$ cat src/rtl/uart_tx_if.sv
// Handshake between the APB register block and the UART transmitter.
interface uart_tx_if;
   logic       txStart;
   logic [7:0] txData;
   logic       txD;
   logic       busy;
   logic       clrTxStartBit;

   // APB block side: issues the request, sees the line and status
   modport master (
      output txStart, txData,
      input  txD, busy, clrTxStartBit
   );

   // Transmitter side
   modport slave (
      input  txStart, txData,
      output txD, busy, clrTxStartBit
   );
endinterface

$ cat src/rtl/uart_tx.sv
// UART transmitter: 11-bit frame (start, 8 data LSB first, parity, stop),
// one bit every CLKS_PER_BIT clocks, one-cycle clrTxStartBit pulse at the end.
module uart_tx #(
   parameter int CLKS_PER_BIT = 16,
   parameter int PARITY_ODD   = 0
) (
   input logic clk,
   input logic rst,
   uart_tx_if.slave bus
);
   localparam int TW = (CLKS_PER_BIT > 1) ? $clog2(CLKS_PER_BIT) : 1;
   localparam logic [TW-1:0] LAST_TICK = TW'(CLKS_PER_BIT - 1);
   localparam logic [3:0]    LAST_BIT  = 4'd10;
   localparam logic          ODD       = (PARITY_ODD != 0);

   typedef enum logic [1:0] {
      IDLE  = 2'd0,
      SEND  = 2'd1,
      CLEAR = 2'd2
   } state_t;

   state_t        state;
   logic [10:0]   shiftReg;
   logic [TW-1:0] tick;
   logic [3:0]    bitCnt;
   logic          txDR;
   logic          busyR;
   logic          clrR;
   logic          parity;

   // parity is only consumed on the accepting edge, so txData is sampled once
   assign parity = (^bus.txData) ^ ODD;

   assign bus.txD           = txDR;
   assign bus.busy          = busyR;
   assign bus.clrTxStartBit = clrR;

   // Frame FSM; txD tracks shiftReg[0] by loading the bit that becomes LSB
   always_ff @(posedge clk) begin
      if (!rst) begin
         state    <= IDLE;
         shiftReg <= '1;
         tick     <= '0;
         bitCnt   <= '0;
         txDR     <= 1'b1;
         busyR    <= 1'b0;
         clrR     <= 1'b0;
      end else begin
         clrR <= 1'b0;
         case (state)
            IDLE: begin
               txDR  <= 1'b1;
               busyR <= 1'b0;
               if (bus.txStart) begin
                  shiftReg <= {1'b1, parity, bus.txData, 1'b0};
                  tick     <= '0;
                  bitCnt   <= '0;
                  txDR     <= 1'b0;
                  busyR    <= 1'b1;
                  state    <= SEND;
               end
            end
            SEND: begin
               if (tick == LAST_TICK) begin
                  tick <= '0;
                  if (bitCnt == LAST_BIT) begin
                     // stop bit already drives 1, so CLEAR keeps the line glitch-free
                     txDR  <= 1'b1;
                     clrR  <= 1'b1;
                     state <= CLEAR;
                  end else begin
                     bitCnt   <= bitCnt + 4'd1;
                     shiftReg <= {1'b1, shiftReg[10:1]};
                     txDR     <= shiftReg[1];
                  end
               end else begin
                  tick <= tick + TW'(1);
               end
            end
            CLEAR: begin
               txDR  <= 1'b1;
               busyR <= 1'b0;
               state <= IDLE;
            end
            default: begin
               txDR  <= 1'b1;
               busyR <= 1'b0;
               state <= IDLE;
            end
         endcase
      end
   end
endmodule

$ cat src/flat_wrapper.sv
// flat-port wrapper written by rule: the top's interface ports become plain ports
module uart_tx_flat 
#(
   parameter int CLKS_PER_BIT = 16,
   parameter int PARITY_ODD   = 0
)
  (clk, rst, bus_txStart, bus_txData, bus_txD, bus_busy, bus_clrTxStartBit);
  uart_tx_if bus_i ();
  input logic clk;
  input logic rst;
  input wire logic [$bits(bus_i.txStart)-1:0] bus_txStart;
  input wire logic [$bits(bus_i.txData)-1:0] bus_txData;
  output wire logic [$bits(bus_i.txD)-1:0] bus_txD;
  output wire logic [$bits(bus_i.busy)-1:0] bus_busy;
  output wire logic [$bits(bus_i.clrTxStartBit)-1:0] bus_clrTxStartBit;
  assign bus_i.txStart = bus_txStart;
  assign bus_i.txData = bus_txData;
  assign bus_txD = bus_i.txD;
  assign bus_busy = bus_i.busy;
  assign bus_clrTxStartBit = bus_i.clrTxStartBit;
  uart_tx #(.CLKS_PER_BIT(CLKS_PER_BIT), .PARITY_ODD(PARITY_ODD)) u_core (.clk(clk), .rst(rst), .bus(bus_i));
endmodule
$ cat config.mk
export PLATFORM = sky130hd
export DESIGN_NAME = uart_tx_flat
export DESIGN_NICKNAME = d
export VERILOG_FILES = /design/src/rtl/uart_tx_if.sv /design/src/rtl/uart_tx.sv /design/src/flat_wrapper.sv
export SDC_FILE = /design/constraint.sdc
export NUM_CORES = 1
export LEC_CHECK = 0
export CORE_UTILIZATION = 50
export DETAILED_ROUTE_END_ITERATION = 10
export GPL_ROUTABILITY_DRIVEN = 0
export PLACE_DENSITY = 0.74
export SYNTH_ARGS = -nofsm -noshare
export SYNTH_HDL_FRONTEND = slang
export SYNTH_SLANG_ARGS = --single-unit
$ cat constraint.sdc
create_clock -name clk -period 2.32 [get_ports clk]
set_input_delay 0.696 -clock clk [delete_from_list [all_inputs] [get_ports clk]]
set_output_delay 0.696 -clock clk [all_outputs]
set_load 0.01 [all_outputs]
### After elaboration in Yosys (flattened, before gate mapping)

Cells that the tools add are included.
Widths: inputs -> output; s select.

| word-level totals | value |
|---|---|
| bits in registers | 24 |

| cells by class | value |
|---|---|
| add/subtract/negate cells | 2 |
| equal/unequal tests | 7 |
| reductions and logical operators | 7 |
| muxes and demuxes | 21 |

Operators by type and width:

| kind | number |
|---|---|
| $mux 11 | 3 |
| $pmux 11 s2 | 1 |
| $mux 4 | 4 |
| $pmux 4 s2 | 2 |
| $add 4x1->4 const B | 2 |
| $eq 4x4->1 const B | 2 |
| $reduce_xor 8->1 | 1 |
| $mux 2 | 3 |
| $reduce_and 3->1 | 2 |
| $mux 1 | 5 |
| $ne 2x1->1 const B | 2 |
| $ne 2x2->1 const B | 2 |
| $pmux 1 s2 | 2 |
| $pmux 2 s2 | 1 |
| $reduce_and 4->1 | 1 |
| $eq 2x1->1 const B | 1 |
| $logic_not 2->1 | 1 |
| $reduce_and 2->1 | 1 |
| $reduce_bool 2->1 | 1 |

### Depth between registers and ports, before layout

Gate-level depths: netlist of the first run.

| depth | value |
|---|---|
| depth in word-level cells | 4 |
| gate-level depth with buffers | 7 |
| gate-level depth less buffers | 6 |

### Worst setup path before layout of the first run

No wires, ideal clock.

| path | value |
|---|---|
| path type | input to register |
| start | input bus_txStart |
| end | register u_core.bitCnt[0] |
| data arrival time | 1386 ps |
| data required time | 2200 ps |
| path buffers | 1 |
| library setup time | 120 ps |
| slack | 814 ps |
| cell stages on the path | 5 |
| cells stage by stage | o21ba_4 > o211ai_4 > buf_4 > mux2i_1 > nor2_1 |

| between the ends | value |
|---|---|
| word-level cells in the longest chain between the ends | 2 |

Ends and longest elaborated chain:

| what | RTL line | source |
|---|---|---|
| start: declaration | flat_wrapper.sv:11 | `input wire logic [$bits(bus_i.txStart)-1:0] bus_txStart;` |
| $ne 2x2->1 (no source line) | -- |  |
| $reduce_and 4->1 (no source line) | -- |  |
| end signal: assignment | uart_tx.sv:72 | `bitCnt <= bitCnt + 4'd1;` |
| end: declaration | uart_tx.sv:25 | `logic [3:0] bitCnt;` |

Every way passes these cells.
A chain may end at the register's enable or synchronous reset.

### Worst setup path after layout of the first run

| path | value |
|---|---|
| start | register u_core.txDR, in the netlist u_core.bus.txD |
| end | output bus_txD |

RTL lines:

| what | RTL line | source |
|---|---|---|
| start: declaration | uart_tx.sv:26 | `logic txDR;` |
| start signal: assignment | uart_tx.sv:74 | `txDR <= shiftReg[1];` |
| end: declaration | flat_wrapper.sv:13 | `output wire logic [$bits(bus_i.txD)-1:0] bus_txD;` |

No word-level cell between the ends.

==> results of run 1 <==
-- Yosys cell counts --
cell / number / area share, %
nand2_1: 15 / 5.4
nand4b_1: 1 / 0.84
nand3_1: 5 / 2.4
or3_1: 3 / 1.8
ha_1: 3 / 3.6
nand2b_2: 1 / 0.84
xnor2_1: 7 / 5.9
o21ba_4: 1 / 1.6
buf_4: 1 / 0.72
and3_1: 1 / 0.60
inv_1: 4 / 1.4
nor2b_1: 2 / 1.2
o311ai_1: 7 / 5.9
o211ai_4: 1 / 2.0
mux2i_1: 1 / 0.96
nor2_1: 27 / 9.7
o311ai_0: 1 / 0.84
clkbuf_1: 1 / 0.36
a31oi_1: 1 / 0.60
buf_2: 3 / 1.4
a311oi_1: 1 / 0.84
or2_2: 1 / 0.60
a21oi_1: 7 / 3.4
a211oi_1: 1 / 0.72
o31ai_1: 2 / 1.4
o21ai_1: 2 / 0.96
dfxtp_1: 22 / 42
a32oi_1: 1 / 0.84
o21ai_0: 2 / 0.96
-- how the worst max path moves through the flow --
stage	startpoint	to	slack, ns
final	u_core.bus.txD$_SDFFE_PN1P_	bus_txD	0.43
after detailed placement	bus_txStart	u_core.shiftReg[1]$_SDFFE_PN1P_	0.15
after CTS	u_core.bus.txD$_SDFFE_PN1P_	bus_txD	0.42
after global routing	u_core.bus.busy$_SDFFE_PN0N_	bus_busy	0.37
after floorplan	bus_txStart	u_core.bitCnt[0]$_SDFFE_PN0P_	0.81
after global placement	bus_txStart	u_core.bitCnt[3]$_SDFFE_PN0P_	0.20
-- metrics by stage --
step                setup WS (ns)  util, %  total power, mW  cell area, sq um  hold WS, ns
floorplan                   0.814        -            0.513              1040        0.444
global placement            0.203     61.4            0.555              1200        0.443
detailed placement          0.153     61.4            0.559              1200        0.449
CTS                         0.422     63.2            0.771              1240        0.466
global route                0.371     63.2            0.801              1240        0.505
finish                      0.430     63.2            0.768              1240        0.464
-- routing by layer --
metal | wire, microns | part of all wire [%]
met1 | 1030 | 48
met2 | 1010 | 47
met3 | 87 | 4.1
met4 | 9 | 0.42
met5 | 0 | 0
-- logic make-up (layout without fill, tap and decap cells) --
| group | after synthesis | in the layout | synth area share (%) |
|---|---|---|---|
| multiplexers | 1 | 1 | 0.959 |
| flip-flops | 22 | 22 | 42.2 |
| buffers and inverters | 9 | 24 | 3.96 |
| adder cells (fa/ha/maj) | 3 | 3 | 3.60 |
| AO/OA/AOI/OAI | 27 | 27 | 20.0 |
| XOR/XNOR | 7 | 7 | 5.88 |
| AND/OR/NAND/NOR | 56 | 56 | 23.4 |
-- cell usage in the layout (no fill, tap or decap) --
cell type,count
a32oi_1,1
nand4b_1,1
ha_1,3
o211ai_4,1
o31ai_1,2
a21oi_1,7
a31oi_1,1
a211oi_1,1
or2_2,1
o311ai_1,7
clkbuf_4,3
o21ai_1,2
nand2_1,15
dfxtp_1,22
inv_1,4
o21ai_0,2
nand3_1,5
nor2b_1,2
clkbuf_8,1
and3_1,1
nor2_1,27
mux2i_1,1
xnor2_1,7
or3_1,3
nand2b_2,1
clkdlybuf4s50_1,13
o311ai_0,1
o21ba_4,1
a311oi_1,1
buf_4,3
-- sequential cells by signal, summed over array words and instances, names as in the netlist --
signal,count
u_core.bitCnt,4
u_core.bus.busy,1
u_core.bus.clrTxStartBit,1
u_core.bus.txD,1
u_core.shiftReg,9
u_core.state,2
u_core.tick,4
-- power by group through the flow --
stage / Clock, mW / Sequential (mW) / Combinational [mW]
after floorplan: 0 / 0.423 / 0.0897
after CTS: 0.219 / 0.416 / 0.136
final: 0.217 / 0.417 / 0.135
after global placement: 0 / 0.424 / 0.131
after detailed placement: 0 / 0.425 / 0.134
after global routing: 0.232 / 0.420 / 0.148
-- final cells by class --
type,instances,area [sq um],share of cell area [%]
inverters,4,15.0,1.21
clock buffers,4,36.3,2.93
multi-input cells,94,562,45.3
well taps,27,33.8,2.72
flip-flops and latches,22,440,35.5
repair buffers,16,153,12.3
==> impl_metrics.py, run 1 <==
metrics = {
    "status": {
        "status": "completed",
    },
    "power_and_ir_drop": {
        "pwr-share-comb_pct": 17.5,
        "power.share.sequential_pct": 54.3,
        "power.leakage_nw": 0.477,
        "power.switching_mw": 0.204,
        "internal-power_mw": 0.563,
        "vdd_drop_max_uv": 429,
        "powerDensity_nw_per_um2": 619,
        "swShare_pct": 26.6,
        "clkPwrFrac_pct": 28.2,
    },
    "setup_path": {
        "critPathKind": "reg -> out",
        "timing.rr.start": "u_core.tick[0]$_SDFFE_PN0P_",
        "r2r_slack_ns": 0.61,
        "worstReg2RegEnd": "u_core.shiftReg[4]$_SDFFE_PN1P_",
        "endpoint_kind": "primary output",
        "crit_required_ns": 1.62,
        "critical_path_arrival_ns": 1.19,
        "cp_top_family": "buffers and inverters",
        "cp_slowest_cell": "clkdlybuf4s50_1",
        "reg2regPathDepth": 6,
        "critPathLaunchType": "flop",
        "path_depth": 1,
        "cp_num_buf_inv": 1,
        "crit_chain": "clkdlybuf4s50_1",
        "critPathMaxStageDelay_ns": 0.53,
        "crit_fanout": 2,
    },
    "die": {
        "dieArea_sq_um": 2270,
        "ios": 14,
        "initial_core_util_pct": 53.2,
        "die_h_microns": 47.7,
        "core-area_sq_um": 1960,
        "die_x_microns": 47.7,
        "num_rows": 16,
    },
    "drt": {
        "totalWireLength_microns": 2140,
        "ant_nets": 0,
        "drt_iter0_drc": 27,
        "dr.pass1.iters": 4,
        "drc_errors": 0,
        "vias": 918,
        "drt-wirelength-per-cell_microns": 12.8,
        "via_per_inst": 5.50,
    },
    "hold_path": {
        "hp-class": "reg -> reg",
        "whs_endpoint": "u_core.bus.busy$_SDFFE_PN0N_",
        "min-delay-start": "u_core.bus.busy$_SDFFE_PN0N_",
        "hold_depth": 2,
    },
    "placement": {
        "dpl.cell_count": 163,
        "dp_hpwl_microns": 1510,
        "port_buffers": 13,
    },
    "clocking": {
        "cts_buffers": 3,
        "cts_root_buffer": "clkbuf_4",
        "postCtsSetupRepairBufs": 0,
        "cts.sinks": 22,
        "htree_levels": 1,
        "clk_pin_slew_ns": 0.12,
        "clock_latency_ns": 0.32,
        "cts_buffer_depth": 2,
        "cts_tree": "yes",
        "cts-resized-gates": 0,
        "cts_hold_buf": 0,
    },
    "global_routing": {
        "grt_max_degree": 15,
        "globalRouteMet1Util_pct": 28.4,
        "grt.busiest_layer": "met2",
        "grtUsageTotal_pct": 21.1,
        "grt_overflow": 0,
        "use_met3_pct": 6.79,
        "antenna_found_initial": 0,
        "first_global_vias": 745,
        "use_met2_pct": 33.2,
        "grt_pass1_wl_microns": 3300,
    },
    "sta": {
        "setup_tns_ns": 0,
        "fin_crit_sh_pct": 81.5,
        "drv_slew": 0,
        "clock_skew_ns": 0.00458,
        "worst_slew_pin_slew_ns": 0.374,
        "max-slew-margin-rel_pct": 74.9,
        "report.final.setup_viol": 0,
        "min_period_ns": 1.89,
        "max_freq_mhz": 529,
        "hold_violations": 0,
        "rsz0062_at_grt": "no",
    },
    "flow_run": {
        "maxCapViolations": 0,
    },
    "yosys": {
        "synth_cells": 125,
        "syn_nets": 139,
        "ys_seq_area_share_pct": 42.2,
        "syn_area_sq_um": 1040,
        "ys_ff_latch": 22,
        "yosys_warnings": 0,
        "synth.distinct_cells": 29,
        "synth.avg_cell_area_sq_um": 8.35,
    },
    "final_layout": {
        "final_cells": 167,
        "nets": 155,
        "drive_above_1_share_pct": 7.86,
        "area_growth_pct": 18.8,
        "diodes": 0,
        "fillerInstances": 204,
    },
}
(Power assumes the default switching activity.)
==> inputs of run 2 (changes only) <==
- CORE_UTILIZATION: 50 -> 47
- PLACE_DENSITY: 0.74 -> 0.73
- clock period: 2.32 -> 1.6 ns (I/O delays scaled with it)
==> run 2 against run 1 <==
Effect of this change:
- die area grew 6.1%
- clock power grew 43%
- first-iteration DRC count shrank 33%
- global-route usage shrank 0.95 points
- sequential power grew 45%
- wire length grew 3.2%
- clock skew grew 0.0032 ns
==> impl_metrics.py, run 2 (synthesis results as in run 1) <==
metrics = {
    "sta": {
        "drv_slew": 0,
        "max-slew-margin-rel_pct": 81.7,
        "max_freq_mhz": 658,
        "min_period_ns": 1.52,
        "worst_slew_pin_slew_ns": 0.270,
        "rsz0062_at_grt": "no",
        "timing.final.ws_setup_ns": 0.0797,
        "report.final.setup_viol": 0,
        "fin_crit_sh_pct": 95.0,
        "whs_ns": 0.463,
        "hold_violations": 0,
        "clock_skew_ns": 0.00777,
    },
    "drt": {
        "totalWireLength_microns": 2210,
        "vias": 953,
        "drc_errors": 0,
        "via_per_inst": 5.29,
        "drt_iter0_drc": 18,
        "dr.pass1.iters": 4,
        "ant_nets": 0,
        "drt-wirelength-per-cell_microns": 12.3,
    },
    "final_layout": {
        "final_cells": 180,
        "area_growth_pct": 32.9,
        "layout_commonest_cell": "nor2_1",
        "top_regs": "u_core.shiftReg (9), u_core.bitCnt (4), u_core.tick (4)",
        "nets": 168,
        "fin_util_pct": 68.6,
        "design_area_sq_um": 1390,
        "diodes": 0,
        "final_cell_mix": "nor2_1, dfxtp_1, nand2_1",
        "drive_above_1_share_pct": 20.3,
        "regMostFlops": "u_core.shiftReg",
        "largest_reg_flops": 9,
        "fillerInstances": 178,
    },
    "setup_path": {
        "crit_fanout": 6,
        "worstReg2RegEnd": "u_core.shiftReg[5]$_SDFFE_PN1P_",
        "critPathKind": "reg -> reg",
        "r2r_slack_ns": 0.08,
        "endpoint_kind": "flop",
        "critPathLaunchType": "flop",
        "critical_path_arrival_ns": 1.75,
        "critPathLaunch": "u_core.tick[0]$_SDFFE_PN0P_",
        "crit_required_ns": 1.83,
        "endpoint": "u_core.shiftReg[5]$_SDFFE_PN1P_",
        "timing.rr.start": "u_core.tick[0]$_SDFFE_PN0P_",
        "reg2regPathDepth": 7,
    },
    "global_routing": {
        "grt_pass1_wl_microns": 3770,
        "first_global_vias": 880,
        "grt_overflow": 0,
        "grt_max_degree": 14,
        "grtUsageTotal_pct": 20.2,
        "antenna_found_initial": 0,
    },
    "clocking": {
        "cts_buffer_depth": 2,
        "cts.sinks": 22,
        "htree_levels": 1,
        "cts_tree": "yes",
        "clock_latency_ns": 0.31,
        "cts_root_buffer": "clkbuf_4",
        "clk_pin_slew_ns": 0.13,
        "cts_hold_buf": 0,
        "cts_buffers": 3,
    },
    "power_and_ir_drop": {
        "vdd_drop_max_uv": 513,
        "powerDensity_nw_per_um2": 834,
        "power.leakage_nw": 0.562,
    },
    "flow_run": {
        "maxCapViolations": 0,
    },
    "hold_path": {
        "hp-class": "reg -> reg",
    },
    "placement": {
        "place_ws_ns": -0.273,
        "place_area_sq_um": 1290,
        "dpl.cell_count": 174,
        "port_buffers": 13,
        "dp_hpwl_microns": 1580,
    },
    "die": {
        "die_h_microns": 49.1,
        "ios": 14,
        "die_x_microns": 49.1,
        "initial_core_util_pct": 51.6,
        "core-area_sq_um": 2020,
        "num_rows": 16,
        "dieArea_sq_um": 2410,
    },
    "status": {
        "status": "completed",
    },
}
## run 2: cell count changes in the layout (fill, tap and decap cells not counted), moves of 2 or more
cell | previous run | this run
dlygate4sd2_1 | 0 | 3
dfxtp_1 | 22 | 19
o311ai_1 | 7 | 5
buf_4 | 3 | 13
clkdlybuf4s50_1 | 13 | 9
buf_6 | 0 | 3
dfxtp_2 | 0 | 2
## run 2: cell type report
type / count / area [sq um] / share of cell area, %
clock buffer: 4 / 36.3 / 2.62
inverter: 4 / 15.0 / 1.08
sequential: 22 / 447 / 32.2
timing repair buffer: 29 / 260 / 18.8
multi-input combinational: 94 / 594 / 42.9
tap: 27 / 33.8 / 2.44
## run 2: critical path: stages (launching register included)
cell and delay [ns]:
dfxtp_2 0.34, ha_1 0.21, and3_4 0.21, o211ai_4 0.25
buf_6 0.15, buf_6 0.12, nand2_1 0.09, o311ai_4 0.08
## run 2: repair_timing
action / in CTS / in global routing
resized for setup: 4 / 13
pin swaps: 1 / 3
gates cloned: 0 / 0
setup buffers: 1 / 1
endpoints found under the setup margin: 4 / 14
## run 2: per-stage QoR
step / TNS (ns) / total power, mW
finish: 0 / 1.16
global route: 0 / 1.21
CTS: -0.0177 / 1.14
detailed placement: -2.62 / 0.836
global placement: -2.21 / 0.830
floorplan: 0 / 0.743
## run 2: per-layer routing
metal | vias to the layer above | track usage (%) | routed length (microns)
met2 | 23 | 32.4 | 1020
met3 | 3 | 3.74 | 121
met1 | 430 | 27.9 | 1050
met5 | - | 0 | 0
met4 | 0 | 4.41 | 20
li1 | 497 | - | -
## run 2: worst min-delay path by stage
stage	cells past startpoint	slack (ns)	from	endpoint
after floorplan	1	0.44	u_core.tick[3]$_SDFFE_PN0P_	u_core.tick[3]$_SDFFE_PN0P_
after global placement	2	0.45	u_core.bus.busy$_SDFFE_PN0N_	u_core.bus.busy$_SDFFE_PN0N_
after detailed placement	2	0.45	u_core.bus.busy$_SDFFE_PN0N_	u_core.bus.busy$_SDFFE_PN0N_
after CTS	2	0.47	u_core.bus.busy$_SDFFE_PN0N_	u_core.bus.busy$_SDFFE_PN0N_
after global routing	2	0.50	u_core.bus.busy$_SDFFE_PN0N_	u_core.bus.busy$_SDFFE_PN0N_
final	2	0.46	u_core.bus.busy$_SDFFE_PN0N_	u_core.bus.busy$_SDFFE_PN0N_
## run 2: report_power, final
part           internal, mW  total [mW]  switching [mW]
combinational         0.128       0.243           0.115
clock                 0.139       0.310           0.171
sequential            0.582       0.604          0.0219
total                 0.849        1.16           0.308
